==> src/rtl/atomrvcore_pkg.sv <==
`default_nettype none
// ============================================================================
// Module   : atomrvcore_pkg
// Brief    : Shared constants and types for the AtomRV fetch stage.
// Revision : 1.0 - initial release
// ============================================================================
package atomrvcore_pkg;

  localparam logic [31:0] NOP_INSTR        = 32'h0000_0013;
  localparam logic [31:0] RESET_PC_DEFAULT = 32'h0000_0000;

  typedef enum logic [0:0] {
    RUN   = 1'b0,
    DRAIN = 1'b1
  } ifu_state_e;

  typedef struct packed {
    logic [31:0] pc;
    logic [31:0] instr;
  } fetch_entry_t;

endpackage
`default_nettype wire

==> src/rtl/atomrvcore_ifu_if.sv <==
`default_nettype none
// ============================================================================
// Module   : atomrvcore_ifu_if
// Brief    : Instruction-memory request/response bus between IFU and imem.
// Revision : 1.0 - initial release
// ============================================================================
interface atomrvcore_ifu_if #(
  parameter int DATAWIDTH = 32
);
  logic                 imem_req_o;
  logic [DATAWIDTH-1:0] imem_addr_o;
  logic                 imem_gnt_i;
  logic                 imem_rvalid_i;
  logic [DATAWIDTH-1:0] imem_rdata_i;

  modport master (
    output imem_req_o,
    output imem_addr_o,
    input  imem_gnt_i,
    input  imem_rvalid_i,
    input  imem_rdata_i
  );

  modport slave (
    input  imem_req_o,
    input  imem_addr_o,
    output imem_gnt_i,
    output imem_rvalid_i,
    output imem_rdata_i
  );
endinterface
`default_nettype wire

==> src/rtl/atomrvcore_fifo.sv <==
`default_nettype none
// ============================================================================
// Module   : atomrvcore_fifo
// Brief    : Small synchronous FIFO with flush; flush overrides push and pop.
// Revision : 1.0 - initial release
// ============================================================================
module atomrvcore_fifo #(
  parameter int WIDTH = 32,
  parameter int DEPTH = 2
) (
  input  logic                   clk_i,
  input  logic                   rst_i,
  input  logic                   push_i,
  input  logic [WIDTH-1:0]       wdata_i,
  input  logic                   pop_i,
  input  logic                   flush_i,
  output logic [WIDTH-1:0]       rdata_o,
  output logic [$clog2(DEPTH):0] count_o,
  output logic                   full_o,
  output logic                   empty_o
);

  localparam int          AW         = $clog2(DEPTH);
  localparam logic [AW:0] FULL_COUNT = (AW+1)'(DEPTH);

  logic [WIDTH-1:0] r_mem [DEPTH];
  logic [AW-1:0]    r_wptr;
  logic [AW-1:0]    r_rptr;
  logic [AW:0]      r_count;
  logic             w_push;
  logic             w_pop;

  assign w_push = push_i && !flush_i;
  assign w_pop  = pop_i && !flush_i && (r_count != '0);

  always_ff @(posedge clk_i or posedge rst_i) begin
    if (rst_i) begin
      r_wptr  <= '0;
      r_rptr  <= '0;
      r_count <= '0;
    end else if (flush_i) begin
      r_wptr  <= '0;
      r_rptr  <= '0;
      r_count <= '0;
    end else begin
      if (w_push) r_wptr <= r_wptr + AW'(1);
      if (w_pop)  r_rptr <= r_rptr + AW'(1);
      case ({w_push, w_pop})
        2'b10:   r_count <= r_count + (AW+1)'(1);
        2'b01:   r_count <= r_count - (AW+1)'(1);
        default: r_count <= r_count;
      endcase
    end
  end

  always_ff @(posedge clk_i) begin
    if (w_push) r_mem[r_wptr] <= wdata_i;
  end

  assign rdata_o = r_mem[r_rptr];
  assign count_o = r_count;
  assign full_o  = (r_count == FULL_COUNT);
  assign empty_o = (r_count == '0);

  // Producers are credit-gated, so a push into a full buffer is a design bug.
  a_no_push_when_full: assert property (@(posedge clk_i) disable iff (rst_i)
                                        (push_i && !flush_i) |-> !full_o);

endmodule
`default_nettype wire

==> src/rtl/atomrvcore_ifu.sv <==
`default_nettype none
// ============================================================================
// Module   : atomrvcore_ifu
// Brief    : Instruction fetch stage: owns the PC, issues imem word reads and
//            buffers returned instr/PC pairs for decode; redirects flush.
// Revision : 1.0 - initial release
// ============================================================================
module atomrvcore_ifu #(
  parameter int          DATAWIDTH  = 32,
  parameter int          FIFO_DEPTH = 2,
  parameter logic [31:0] RESET_PC   = atomrvcore_pkg::RESET_PC_DEFAULT,
  parameter logic [31:0] NOP_INSTR  = atomrvcore_pkg::NOP_INSTR
) (
  input  logic                    clk_i,
  input  logic                    rst_i,
  atomrvcore_ifu_if.master        imem,
  input  logic                    redirect_i,
  input  logic [DATAWIDTH-1:0]    redirect_pc_i,
  input  logic                    stall_i,
  output logic [DATAWIDTH-1:0]    instr_o,
  output logic [DATAWIDTH-1:0]    PC_o,
  output logic                    instr_valid_o
);

  import atomrvcore_pkg::*;

  localparam int CW = $clog2(FIFO_DEPTH) + 1;

  ifu_state_e           r_state;
  ifu_state_e           w_state_nxt;
  logic [DATAWIDTH-1:0] r_fetch_pc;
  logic [DATAWIDTH-1:0] w_fetch_pc_nxt;
  logic [CW-1:0]        r_discard;
  logic [CW-1:0]        w_discard_nxt;
  logic [CW-1:0]        w_outstanding;
  logic [CW-1:0]        w_outstanding_nxt;
  logic [CW-1:0]        w_fifo_count;
  logic [CW:0]          w_credit_used;
  logic                 w_handshake;
  logic                 w_rsp;
  logic                 w_fifo_push;
  logic                 w_fifo_pop;
  logic                 w_fifo_empty;
  logic                 w_fifo_full;
  logic                 w_pcq_empty;
  logic                 w_pcq_full;
  logic [DATAWIDTH-1:0] w_pcq_head;
  fetch_entry_t         w_entry;
  fetch_entry_t         w_head;
  logic                 w_unused_full;

  // Outstanding count lives in the in-flight PC queue: one entry per granted request.
  assign w_credit_used  = {1'b0, w_fifo_count} + {1'b0, w_outstanding};
  assign imem.imem_req_o  = !rst_i && !redirect_i && (w_credit_used < (CW+1)'(FIFO_DEPTH));
  assign imem.imem_addr_o = r_fetch_pc;
  assign w_handshake    = imem.imem_req_o && imem.imem_gnt_i;
  assign w_rsp          = imem.imem_rvalid_i && !w_pcq_empty;

  assign instr_valid_o  = !w_fifo_empty;
  assign w_fifo_pop     = instr_valid_o && !stall_i;
  assign instr_o        = w_fifo_empty ? NOP_INSTR : w_head.instr;
  assign PC_o           = w_fifo_empty ? '0 : w_head.pc;
  assign w_unused_full  = w_fifo_full | w_pcq_full;

  always_ff @(posedge clk_i or posedge rst_i) begin
    if (rst_i) begin
      r_state    <= RUN;
      r_fetch_pc <= RESET_PC;
      r_discard  <= '0;
    end else begin
      r_state    <= w_state_nxt;
      r_fetch_pc <= w_fetch_pc_nxt;
      r_discard  <= w_discard_nxt;
    end
  end

  always_comb begin
    w_state_nxt       = r_state;
    w_fetch_pc_nxt    = r_fetch_pc;
    w_discard_nxt     = r_discard;
    w_outstanding_nxt = w_outstanding;
    w_fifo_push       = 1'b0;
    w_entry.pc        = w_pcq_head;
    w_entry.instr     = imem.imem_rdata_i;

    if (w_handshake) w_fetch_pc_nxt = r_fetch_pc + DATAWIDTH'(4);

    case ({w_handshake, w_rsp})
      2'b10:   w_outstanding_nxt = w_outstanding + CW'(1);
      2'b01:   w_outstanding_nxt = w_outstanding - CW'(1);
      default: w_outstanding_nxt = w_outstanding;
    endcase

    if (w_rsp) begin
      if (r_discard != '0) w_discard_nxt = r_discard - CW'(1);
      else                 w_fifo_push   = 1'b1;
    end

    case (r_state)
      RUN:     w_state_nxt = RUN;
      DRAIN:   if (w_discard_nxt == '0) w_state_nxt = RUN;
      default: w_state_nxt = RUN;
    endcase

    // Every fetch still in flight after this cycle belongs to the old path.
    if (redirect_i) begin
      w_fetch_pc_nxt = {redirect_pc_i[DATAWIDTH-1:2], 2'b00};
      w_discard_nxt  = w_outstanding_nxt;
      w_fifo_push    = 1'b0;
      w_state_nxt    = (w_outstanding_nxt != '0) ? DRAIN : RUN;
    end
  end

  atomrvcore_fifo #(
    .WIDTH (DATAWIDTH),
    .DEPTH (FIFO_DEPTH)
  ) u_pc_queue (
    .clk_i   (clk_i),
    .rst_i   (rst_i),
    .push_i  (w_handshake),
    .wdata_i (r_fetch_pc),
    .pop_i   (w_rsp),
    .flush_i (1'b0),
    .rdata_o (w_pcq_head),
    .count_o (w_outstanding),
    .full_o  (w_pcq_full),
    .empty_o (w_pcq_empty)
  );

  atomrvcore_fifo #(
    .WIDTH ($bits(fetch_entry_t)),
    .DEPTH (FIFO_DEPTH)
  ) u_fetch_buf (
    .clk_i   (clk_i),
    .rst_i   (rst_i),
    .push_i  (w_fifo_push),
    .wdata_i (w_entry),
    .pop_i   (w_fifo_pop),
    .flush_i (redirect_i),
    .rdata_o (w_head),
    .count_o (w_fifo_count),
    .full_o  (w_fifo_full),
    .empty_o (w_fifo_empty)
  );

endmodule
`default_nettype wire
==> src/flat_wrapper.sv <==
// flat-port wrapper written by rule: the top's interface ports become plain ports
module atomrvcore_ifu_flat import atomrvcore_pkg::*;
#(
  parameter int          DATAWIDTH  = 32,
  parameter int          FIFO_DEPTH = 2,
  parameter logic [31:0] RESET_PC   = atomrvcore_pkg::RESET_PC_DEFAULT,
  parameter logic [31:0] NOP_INSTR  = atomrvcore_pkg::NOP_INSTR
)
  (clk_i, rst_i, redirect_i, redirect_pc_i, stall_i, instr_o, PC_o, instr_valid_o, imem_imem_req_o, imem_imem_addr_o, imem_imem_gnt_i, imem_imem_rvalid_i, imem_imem_rdata_i);
  atomrvcore_ifu_if #(.DATAWIDTH(DATAWIDTH)) imem_i ();
  input  logic clk_i;
  input  logic rst_i;
  input  logic redirect_i;
  input  logic [DATAWIDTH-1:0] redirect_pc_i;
  input  logic stall_i;
  output logic [DATAWIDTH-1:0] instr_o;
  output logic [DATAWIDTH-1:0] PC_o;
  output logic instr_valid_o;
  output wire logic [$bits(imem_i.imem_req_o)-1:0] imem_imem_req_o;
  output wire logic [$bits(imem_i.imem_addr_o)-1:0] imem_imem_addr_o;
  input wire logic [$bits(imem_i.imem_gnt_i)-1:0] imem_imem_gnt_i;
  input wire logic [$bits(imem_i.imem_rvalid_i)-1:0] imem_imem_rvalid_i;
  input wire logic [$bits(imem_i.imem_rdata_i)-1:0] imem_imem_rdata_i;
  assign imem_imem_req_o = imem_i.imem_req_o;
  assign imem_imem_addr_o = imem_i.imem_addr_o;
  assign imem_i.imem_gnt_i = imem_imem_gnt_i;
  assign imem_i.imem_rvalid_i = imem_imem_rvalid_i;
  assign imem_i.imem_rdata_i = imem_imem_rdata_i;
  atomrvcore_ifu #(.DATAWIDTH(DATAWIDTH), .FIFO_DEPTH(FIFO_DEPTH), .RESET_PC(RESET_PC), .NOP_INSTR(NOP_INSTR)) u_core (.clk_i(clk_i), .rst_i(rst_i), .imem(imem_i), .redirect_i(redirect_i), .redirect_pc_i(redirect_pc_i), .stall_i(stall_i), .instr_o(instr_o), .PC_o(PC_o), .instr_valid_o(instr_valid_o));
endmodule
==> config.mk <==
export PLATFORM = sky130hd
export DESIGN_NAME = atomrvcore_ifu_flat
export DESIGN_NICKNAME = d
export VERILOG_FILES = /design/src/rtl/atomrvcore_pkg.sv /design/src/rtl/atomrvcore_ifu_if.sv /design/src/rtl/atomrvcore_fifo.sv /design/src/rtl/atomrvcore_ifu.sv /design/src/flat_wrapper.sv
export SDC_FILE = /design/constraint.sdc
export NUM_CORES = 1
export LEC_CHECK = 0
export ABC_AREA = 1
export CORE_MARGIN = 2
export CORE_UTILIZATION = 35
export CTS_CLUSTER_DIAMETER = 80
export DETAILED_ROUTE_END_ITERATION = 8
export GPL_ROUTABILITY_DRIVEN = 0
export PLACE_DENSITY = 0.55
export SETUP_SLACK_MARGIN = 0.02
export SYNTH_ARGS = -nofsm -noshare
export SYNTH_HDL_FRONTEND = slang
export SYNTH_SLANG_ARGS = --single-unit
==> constraint.sdc <==
create_clock -name clk_i -period 4.6 [get_ports clk_i]
set_input_delay 0.46 -clock clk_i [delete_from_list [all_inputs] [get_ports clk_i]]
set_output_delay 0.46 -clock clk_i [all_outputs]
set_load 0.02 [all_outputs]
==> results of run 1 <==
-- power by group --
part | internal [mW] | switching, mW | total [mW]
clock | 1.21 | 0.758 | 1.97
sequential | 2.50 | 0.203 | 2.70
combinational | 0.935 | 1.35 | 2.29
-- cell type report --
type	instances	area [sq um]	share of cell area
Multi-Input combinational cell	563	2810	0.223
Timing Repair Buffer	174	1730	0.137
Tap cell	378	473	0.0375
Sequential cell	224	6530	0.517
Clock buffer	28	637	0.0504
Inverter	69	267	0.0211
Clock inverter	17	176	0.0140
-- worst paths after layout --
path,from,endpoint,slack (ns),cells past startpoint
max in group asynchronous,rst_i,u_core.u_fetch_buf.r_rptr,3.73,3
min reg2reg,u_core.r_discard[1],u_core.r_discard[1],0.48,2
max,u_core.u_fetch_buf.r_rptr,instr_o[26],1.43,5
min,rst_i,u_core.imem.imem_addr_o[25],0.48,3
min in group clk_i,u_core.r_discard[1],u_core.r_discard[1],0.48,2
max reg2reg,u_core.u_fetch_buf.count_o[0],u_core.r_discard[0],1.77,11
-- routing by layer --
| metal | up-vias | global-route usage |
|---|---|---|
| met5 | - | 0 |
| met2 | 186 | 0.252 |
| met3 | 25 | 0.0319 |
| met4 | 0 | 0.0346 |
| li1 | 3310 | - |
| met1 | 3174 | 0.217 |
-- registers in the layout, summed over array words and instances (netlist names) --
register	flops
u_core.u_pc_queue.r_rptr	1
u_core.imem.imem_addr_o	30
u_core.u_fetch_buf.r_mem	124
u_core.u_pc_queue.count_o	2
u_core.u_fetch_buf.count_o	2
u_core.u_pc_queue.r_wptr	1
u_core.u_fetch_buf.r_rptr	1
u_core.u_pc_queue.r_mem	60
u_core.u_fetch_buf.r_wptr	1
u_core.r_discard	2
-- stage by stage --
step	std cells	hold WS (ns)
3_3_place_gp	1408	0.459
5_1_grt	1453	0.498
2_1_floorplan	891	0.449
6_report	1453	0.476
3_5_place_dp	1408	0.466
4_1_cts	1453	0.480
-- critical path: cells and delay by family, from the launching register on --
family                 cells  cell delay [ns]
AOI/OAI and AO/OA          1             0.15
buffers and inverters      3             1.54
and+or+nand+nor            1             0.07
DFF                        1             0.40
-- cells in the final DEF, fill, tap and decap left out, types with 2 or more instances in the layout --
master,n
inv_1,65
mux2_2,30
clkbuf_16,25
inv_2,3
conb_1,4
nor3_1,2
bufinv_16,4
clkbuf_1,3
nand2_1,308
nor2_2,7
o211ai_1,7
o21ai_0,20
clkinv_1,7
nor2_1,44
nand3_1,34
clkinv_2,6
clkdlybuf4s50_1,161
edfxtp_1,184
nand2_2,4
xor2_1,9
dfrtp_1,39
a21oi_1,63
buf_12,2
o21ai_1,2
ha_1,6
o21bai_1,4
nand2_4,2
nor2_4,7
buf_4,11
-- cells by family after synthesis --
logic type               share of synthesized area
AO/OA/AOI/OAI                               0.0537
XOR/XNOR                                   0.00898
adder cells (fa/ha/maj)                    0.00974
buffers and inverters                       0.0467
flip-flops                                   0.669
multiplexers                                0.0346
other                                     0.000384
AND/OR/NAND/NOR                              0.177
==> results.toml, run 1 <==
[sta]
tns_ns = 0
setup_viol = 0
rsz0062_at_grt = "no"
clock_skew_ns = 0.00979
finalCriticalPeriod_ns = 3.17
fmax_mhz = 316
slew_headroom = 0.427
tightest_slew_ns = 0.859
drv_slew = 0
worst_slack_ns = 1.43
finalHoldViolCount = 0
fin_crit_sh = 0.688

[detailed_routing]
wl_met2_mm = 10.4
routed_via_density = 4.61
first_pass_iters = 5
drt_iter0_markers = 342
ant_nets = 0
wl_mm = 23.0
wl_met1_mm = 10.7
vias = 6695
drc = 0
routedWlPerCell_um = 15.8
routed.top_layer = "met4"
dr_wl_met3_mm = 1.57

[clock_network]
clockBufferDepth = 3
post_cts_buffers = 0
clockRootBuffer = "clkbuf_16"
cts.sinks = 224
postCtsHoldBufs = 0
cts.clk_slew.worst_paths_ns = 0.06
cts_htree_levels = 1
cts_tree = "yes"
clk_latency_ns = 0.50
numCtsBuffers = 25
cts_resized = 0

[cells_and_area]
area_growth_pct = 29.4
fillCellCount = 2572
post-route-util = 0.457
fin_area_sq_um = 12600
drive_gt1_frac = 0.101
diodes = 0
fin_nets = 1134

[critical_path]
path_max_fanout = 43
critical-path-slowest-cell = "clkdlybuf4s50_1"
crit_path_cell_trace = "inv_2 -> buf_4 -> nand2_1 -> a21oi_1 -> clkdlybuf4s50_1"
worst_setup_path_end_kind = "primary output"
arrival_ns = 2.71
startpoint_type = "register"
required_ns = 4.14
worstSetupPathType = "reg -> out"
worst_path_largest_cell_delay_ns = 0.62

[floorplanning]
row_count = 61
dieWidth_um = 171
ios = 168
dieHeight_um = 171
initial_core_util = 0.353
die_area_sq_um = 29200
core_sq_um = 27600

[power]
power_density_nw_per_um2 = 551
ir_drop_mv = 0.244
power_mw = 6.96
p_leak_nw = 4.78

[synth]
yosys.area.top_type_share = 0.566
yosysTopAreaCell = "edfxtp_1"
netlist_instances = 888
ys_top_cells_by_area = "edfxtp_1, nand2_1, dfrtp_1, mux2_2, a21oi_1"
synth_seq_cells = 224
synthTopCellsByCount = "nand2_1, edfxtp_1, inv_1, a21oi_1, nor2_1"
yosysMostFrequentCell = "nand2_1"
synthesis.area_sq_um = 9760
netlist-cell-type-count = 36
synth-main-ff-cell = "edfxtp_1"
synth_edf_count = 184
synthArstFlopShare = 0.179
yosysSeqAreaShare = 0.669
ys_warn_count = 0
avgSynthCellArea_sq_um = 11.0

[grt]
grtUsageTotal = 0.156
grt-ovfl-total = 0
antenna_found_initial = 0
grt_pass1_wl_mm = 35.4
grt_max_degree = 65
grt_pass1_vias = 6503

[placement]
post-dp-hpwl_mm = 14.7
dp_slack_ns = 1.68
place_area_sq_um = 11800
port_buffers = 161

[hold_path]
min_path_type = "in -> async"

[run_status]
run_status = "finished clean"

[run]
drv_cap = 0
No activity file was read; power rests on OpenSTA's default activity.
==> run 2, diff against run 1 <==
--- a/config.mk
+++ b/config.mk
@@ -11,7 +11,7 @@
 export CTS_CLUSTER_DIAMETER = 80
 export DETAILED_ROUTE_END_ITERATION = 8
 export GPL_ROUTABILITY_DRIVEN = 0
-export PLACE_DENSITY = 0.55
+export PLACE_DENSITY = 0.57
 export SETUP_SLACK_MARGIN = 0.02
 export SYNTH_ARGS = -nofsm -noshare
 export SYNTH_HDL_FRONTEND = slang
==> constraint.sdc (replaced) <==
create_clock -name clk_i -period 2.6 [get_ports clk_i]
set_input_delay 0.26 -clock clk_i [delete_from_list [all_inputs] [get_ports clk_i]]
set_output_delay 0.26 -clock clk_i [all_outputs]
set_load 0.02 [all_outputs]
==> results.toml, run 2 (synthesis gave the netlist of run 1 again) <==
[sta]
finalCriticalPeriod_ns = 2.48
clock_skew_ns = 0.0170
fmax_mhz = 403
finalHoldViolCount = 0
rsz0062_at_grt = "yes"
slew_headroom = 0.497
fin_crit_sh = 0.954
tightest_slew_ns = 0.754
setup_viol = 0
hold_slack_ns = 0.316
drv_slew = 0
tns_ns = 0

[critical_path]
r2r_cells = 12
worst_setup_path_end_kind = "primary output"
arrival_ns = 2.22
required_ns = 2.34
critical-path-slowest-cell = "clkdlybuf4s50_1"
path_max_fanout = 33
crit_path_cell_trace = "inv_2 -> buf_12 -> nand2_1 -> a21oi_1 -> clkdlybuf4s50_1"
startpoint_type = "register"
worst_path_largest_cell_delay_ns = 0.64
worstSetupPathType = "reg -> out"

[power]
sw_frac_of_total = 0.331
seqPwrFrac = 0.391
p_switching_mw = 4.10
p_clk_frac = 0.271
intPower_mw = 8.27
power_mw = 12.4
power_density_nw_per_um2 = 960
power_frac_comb = 0.338
p_leak_nw = 5.29
ir_drop_mv = 0.468

[detailed_routing]
first_pass_iters = 5
ant_nets = 0
routed_via_density = 4.60
wl_mm = 22.6
drc = 0
routedWlPerCell_um = 15.5
vias = 6734
drt_iter0_markers = 387

[clock_network]
cts_tree = "yes"
numCtsBuffers = 25
cts.sinks = 224
clockBufferDepth = 3
postCtsHoldBufs = 0
clk_latency_ns = 0.51
cts_htree_levels = 1
clockRootBuffer = "clkbuf_16"
cts.clk_slew.worst_paths_ns = 0.06

[cells_and_area]
post-route-util = 0.466
area_growth_pct = 32.1
final_cell_mix = "nand2_1, edfxtp_1, clkdlybuf4s50_1"
fin_nets = 1147
mostFrequentLayoutCell = "nand2_1"
diodes = 0
fillCellCount = 2550
largest_reg_flops = 124
drive_gt1_frac = 0.111
top_register = "u_core.u_fetch_buf.r_mem"

[grt]
grt_pass1_vias = 6541
grt_pass1_wl_mm = 35.6
antenna_found_initial = 0
grtUsageTotal = 0.155
grt_max_degree = 41
grt-ovfl-total = 0

[run]
drv_cap = 0

[floorplanning]
row_count = 61
dieHeight_um = 171
core_sq_um = 27600
die_area_sq_um = 29200
initial_core_util = 0.353
ios = 168
dieWidth_um = 171

[run_status]
run_status = "finished clean"

[placement]
post-dp-hpwl_mm = 15.4
port_buffers = 161

[hold_path]
min_path_type = "in -> async"
==> run 2: final timing paths <==
path                                          startpoint                             to  slack, ns
max                            u_core.u_fetch_buf.r_rptr                        PC_o[2]       0.12
min                                                rst_i  u_core.u_fetch_buf.count_o[1]       0.32
max reg2reg                u_core.u_fetch_buf.count_o[0]     u_core.imem.imem_addr_o[9]       0.31
min reg2reg                          u_core.r_discard[1]            u_core.r_discard[1]       0.49
max in group asynchronous                          rst_i       u_core.u_pc_queue.r_wptr       1.87
min in group clk_i                     redirect_pc_i[14]    u_core.imem.imem_addr_o[14]       0.34
==> run 2: power by group through the flow <==
| stage | sequential [mW] | combinational [mW] | clock [mW] |
|---|---|---|---|
| CTS | 4.84 | 4.28 | 3.43 |
| floorplan | 4.84 | 2.28 | 0 |
| detailed placement | 4.91 | 4.19 | 0 |
| global placement | 4.90 | 4.15 | 0 |
| global route | 4.90 | 4.58 | 3.60 |
| finish | 4.84 | 4.18 | 3.35 |
==> run 2: worst max-delay path: cells and delay by family (launching register included) <==
family | cells | cell delay [ns]
AOI/OAI and AO/OA | 1 | 0.18
buffers and inverters | 3 | 0.96
DFF | 1 | 0.49
and+or+nand+nor | 1 | 0.07
==> run 2: what timing repair did <==
item                       in CTS  in global routing
buffers inserted                2                  0
setup endpoints to repair      39                 40
pin swaps                       1                  0
resized for setup               3                 32
==> run 2: stage by stage <==
step | setup slack, ns | cells | instance area [sq um]
after floorplan | -0.521 | 891 | 9790
after global placement | 0.301 | 1419 | 12000
after detailed placement | 0.252 | 1419 | 12000
after CTS | 0.0301 | 1463 | 12800
after global routing | 0.0124 | 1463 | 12900
final | 0.119 | 1463 | 12900
==> run 2: final cells by class <==
cell class / count / area [sq um] / area share
Clock buffer: 29 / 641 / 0.0497
Tap cell: 378 / 473 / 0.0367
Timing Repair Buffer: 187 / 2020 / 0.157
Clock inverter: 13 / 133 / 0.0103
Sequential cell: 224 / 6530 / 0.506
Inverter: 69 / 270 / 0.0210
Multi-Input combinational cell: 563 / 2830 / 0.219
==> run 2: layer usage <==
metal	routed length [um]	global-route usage	up-vias
met5	0	0	-
met4	319	0.0328	0
met3	1390	0.0268	28
met2	10600	0.256	191
met1	10400	0.216	3181
li1	-	-	3334
==> run 3, diff against run 2 <==
--- a/config.mk
+++ b/config.mk
@@ -6,12 +6,12 @@
 export NUM_CORES = 1
 export LEC_CHECK = 0
 export ABC_AREA = 1
-export CORE_MARGIN = 2
-export CORE_UTILIZATION = 35
-export CTS_CLUSTER_DIAMETER = 80
+export CORE_MARGIN = 5
+export CORE_UTILIZATION = 25
+export CTS_CLUSTER_DIAMETER = 40
 export DETAILED_ROUTE_END_ITERATION = 8
 export GPL_ROUTABILITY_DRIVEN = 0
-export PLACE_DENSITY = 0.57
+export PLACE_DENSITY = 0.43
 export SETUP_SLACK_MARGIN = 0.02
 export SYNTH_ARGS = -nofsm -noshare
 export SYNTH_HDL_FRONTEND = slang
==> results.toml, run 3 (synthesis gave the netlist of run 1 again) <==
[cells_and_area]
fin_nets = 1158
largest_reg_flops = 124
mostFrequentLayoutCell = "nand2_1"
top_register = "u_core.u_fetch_buf.r_mem"
drive_gt1_frac = 0.135
area_growth_pct = 38.9
diodes = 0
layout.cells.non_filler = 1627
post-route-util = 0.351
final_cell_mix = "nand2_1, edfxtp_1, clkdlybuf4s50_1"

[hold_path]
min_path_type = "in -> reg"
whs_endpoint = "u_core.u_fetch_buf.r_mem[1][26]"
hp-start = "imem_imem_rdata_i[26]"
whs_path_depth = 1

[sta]
finalHoldViolCount = 0
drv_slew = 0
fmax_mhz = 402
hold_slack_ns = 0.331
rsz0062_at_grt = "no"
slew_headroom = 0.612
setup_viol = 0
finalCriticalPeriod_ns = 2.49
clock_skew_ns = 0.0176
tightest_slew_ns = 0.581
fin_crit_sh = 0.957

[critical_path]
reg2reg_to = "u_core.imem.imem_addr_o[10]"
worstSetupPathType = "reg -> out"
r2r_slack_ns = 0.38
arrival_ns = 2.23
r2r_start = "u_core.u_fetch_buf.count_o[0]"
required_ns = 2.34
path_max_fanout = 39
worst_setup_path_end_kind = "primary output"
startpoint_type = "register"
r2r_cells = 12

[grt]
grt_pass1_vias = 6740
grt_pass1_wl_mm = 41.1
grt_max_degree = 47
antenna_found_initial = 0
grt-ovfl-total = 0
grtUsageTotal = 0.122

[detailed_routing]
routedWlPerCell_um = 16.5
first_pass_iters = 6
drt_iter0_markers = 320
wl_mm = 26.8
vias = 6772
routed_via_density = 4.16
drc = 0
ant_nets = 0

[floorplanning]
die_area_sq_um = 43100
ios = 168
dieHeight_um = 208
row_count = 72
dieWidth_um = 208
core_sq_um = 38600
initial_core_util = 0.252

[power]
p_leak_nw = 5.23
ir_drop_mv = 0.341
power_density_nw_per_um2 = 1050

[clock_network]
cts.clk_slew.worst_paths_ns = 0.05
clockBufferDepth = 3
clockRootBuffer = "clkbuf_16"
cts_tree = "yes"
cts.sinks = 224
numCtsBuffers = 36
cts_htree_levels = 2
postCtsHoldBufs = 0
clk_latency_ns = 0.52

[run_status]
run_status = "finished clean"

[run]
drv_cap = 0

[placement]
post-dp-hpwl_mm = 18.4
placed_cells = 1559
port_buffers = 161
## run 3: changes by cell type in the layout (fill, tap and decap cells not counted), moves of 4 or more
| cell | delta |
|---|---|
| bufinv_16 | +4 |
| clkbuf_16 | +12 |
| clkdlybuf4s50_1 | +21 |
| clkinv_1 | -7 |
| clkinv_4 | +4 |
| dlymetal6s2s_1 | -21 |
| inv_6 | +6 |
## run 3: power by group
part	total (mW)	internal (mW)	switching, mW
Combinational	4.33	1.83	2.50
Sequential	4.81	4.42	0.384
Clock	5.12	3.40	1.73
Total	14.3	9.65	4.61
## run 3: layout make-up
cell class	count	area [sq um]
Inverter	69	270
Fill cell	3814	25100
Timing Repair Buffer	187	1980
Tap cell	518	648
Clock buffer	43	968
Sequential cell	224	6530
Multi-Input combinational cell	563	2830
Clock inverter	23	338
## run 3: critical path: stages, from the launching register on
cell and delay (ns):
dfrtp_1 0.45, nor2_4 0.07, buf_12 0.15, buf_12 0.17, a21oi_1 0.15, clkdlybuf4s50_1 0.69
## run 3: timing repair
item                                    CTS  global route
endpoints found under the setup margin   45             9
gates resized for setup                   2             9
setup buffers                             2             0
pin swaps                                 1             0
cloned                                    0             0
## run 3: how the worst max path moves through the flow
stage                                       start                             end
floorplan            u_core.u_pc_queue.count_o[1]  u_core.u_fetch_buf.r_mem[0][0]
global placement    u_core.u_fetch_buf.count_o[0]      u_core.imem.imem_addr_o[9]
detailed placement  u_core.u_fetch_buf.count_o[0]      u_core.imem.imem_addr_o[9]
CTS                 u_core.u_fetch_buf.count_o[0]                        PC_o[22]
global route            u_core.u_fetch_buf.r_rptr                        PC_o[24]
finish              u_core.u_fetch_buf.count_o[0]                        PC_o[19]
## run 3: metrics by stage
stage	area (sq um)	TNS (ns)	worst slack, ns	total power, mW
after global routing	13600	0	0.0150	15.0
after detailed placement	12200	0	0.311	9.27
after CTS	13500	0	0.0251	14.5
after floorplan	9790	-64.13	-0.521	7.13
after global placement	12200	0	0.320	9.24
final	13600	0	0.112	14.3
## run 3: routing by layer
metal	global-route usage	wire length (um)
met4	0.0337	580
met2	0.197	12400
met5	0	0
met1	0.165	12400
met3	0.0287	1410
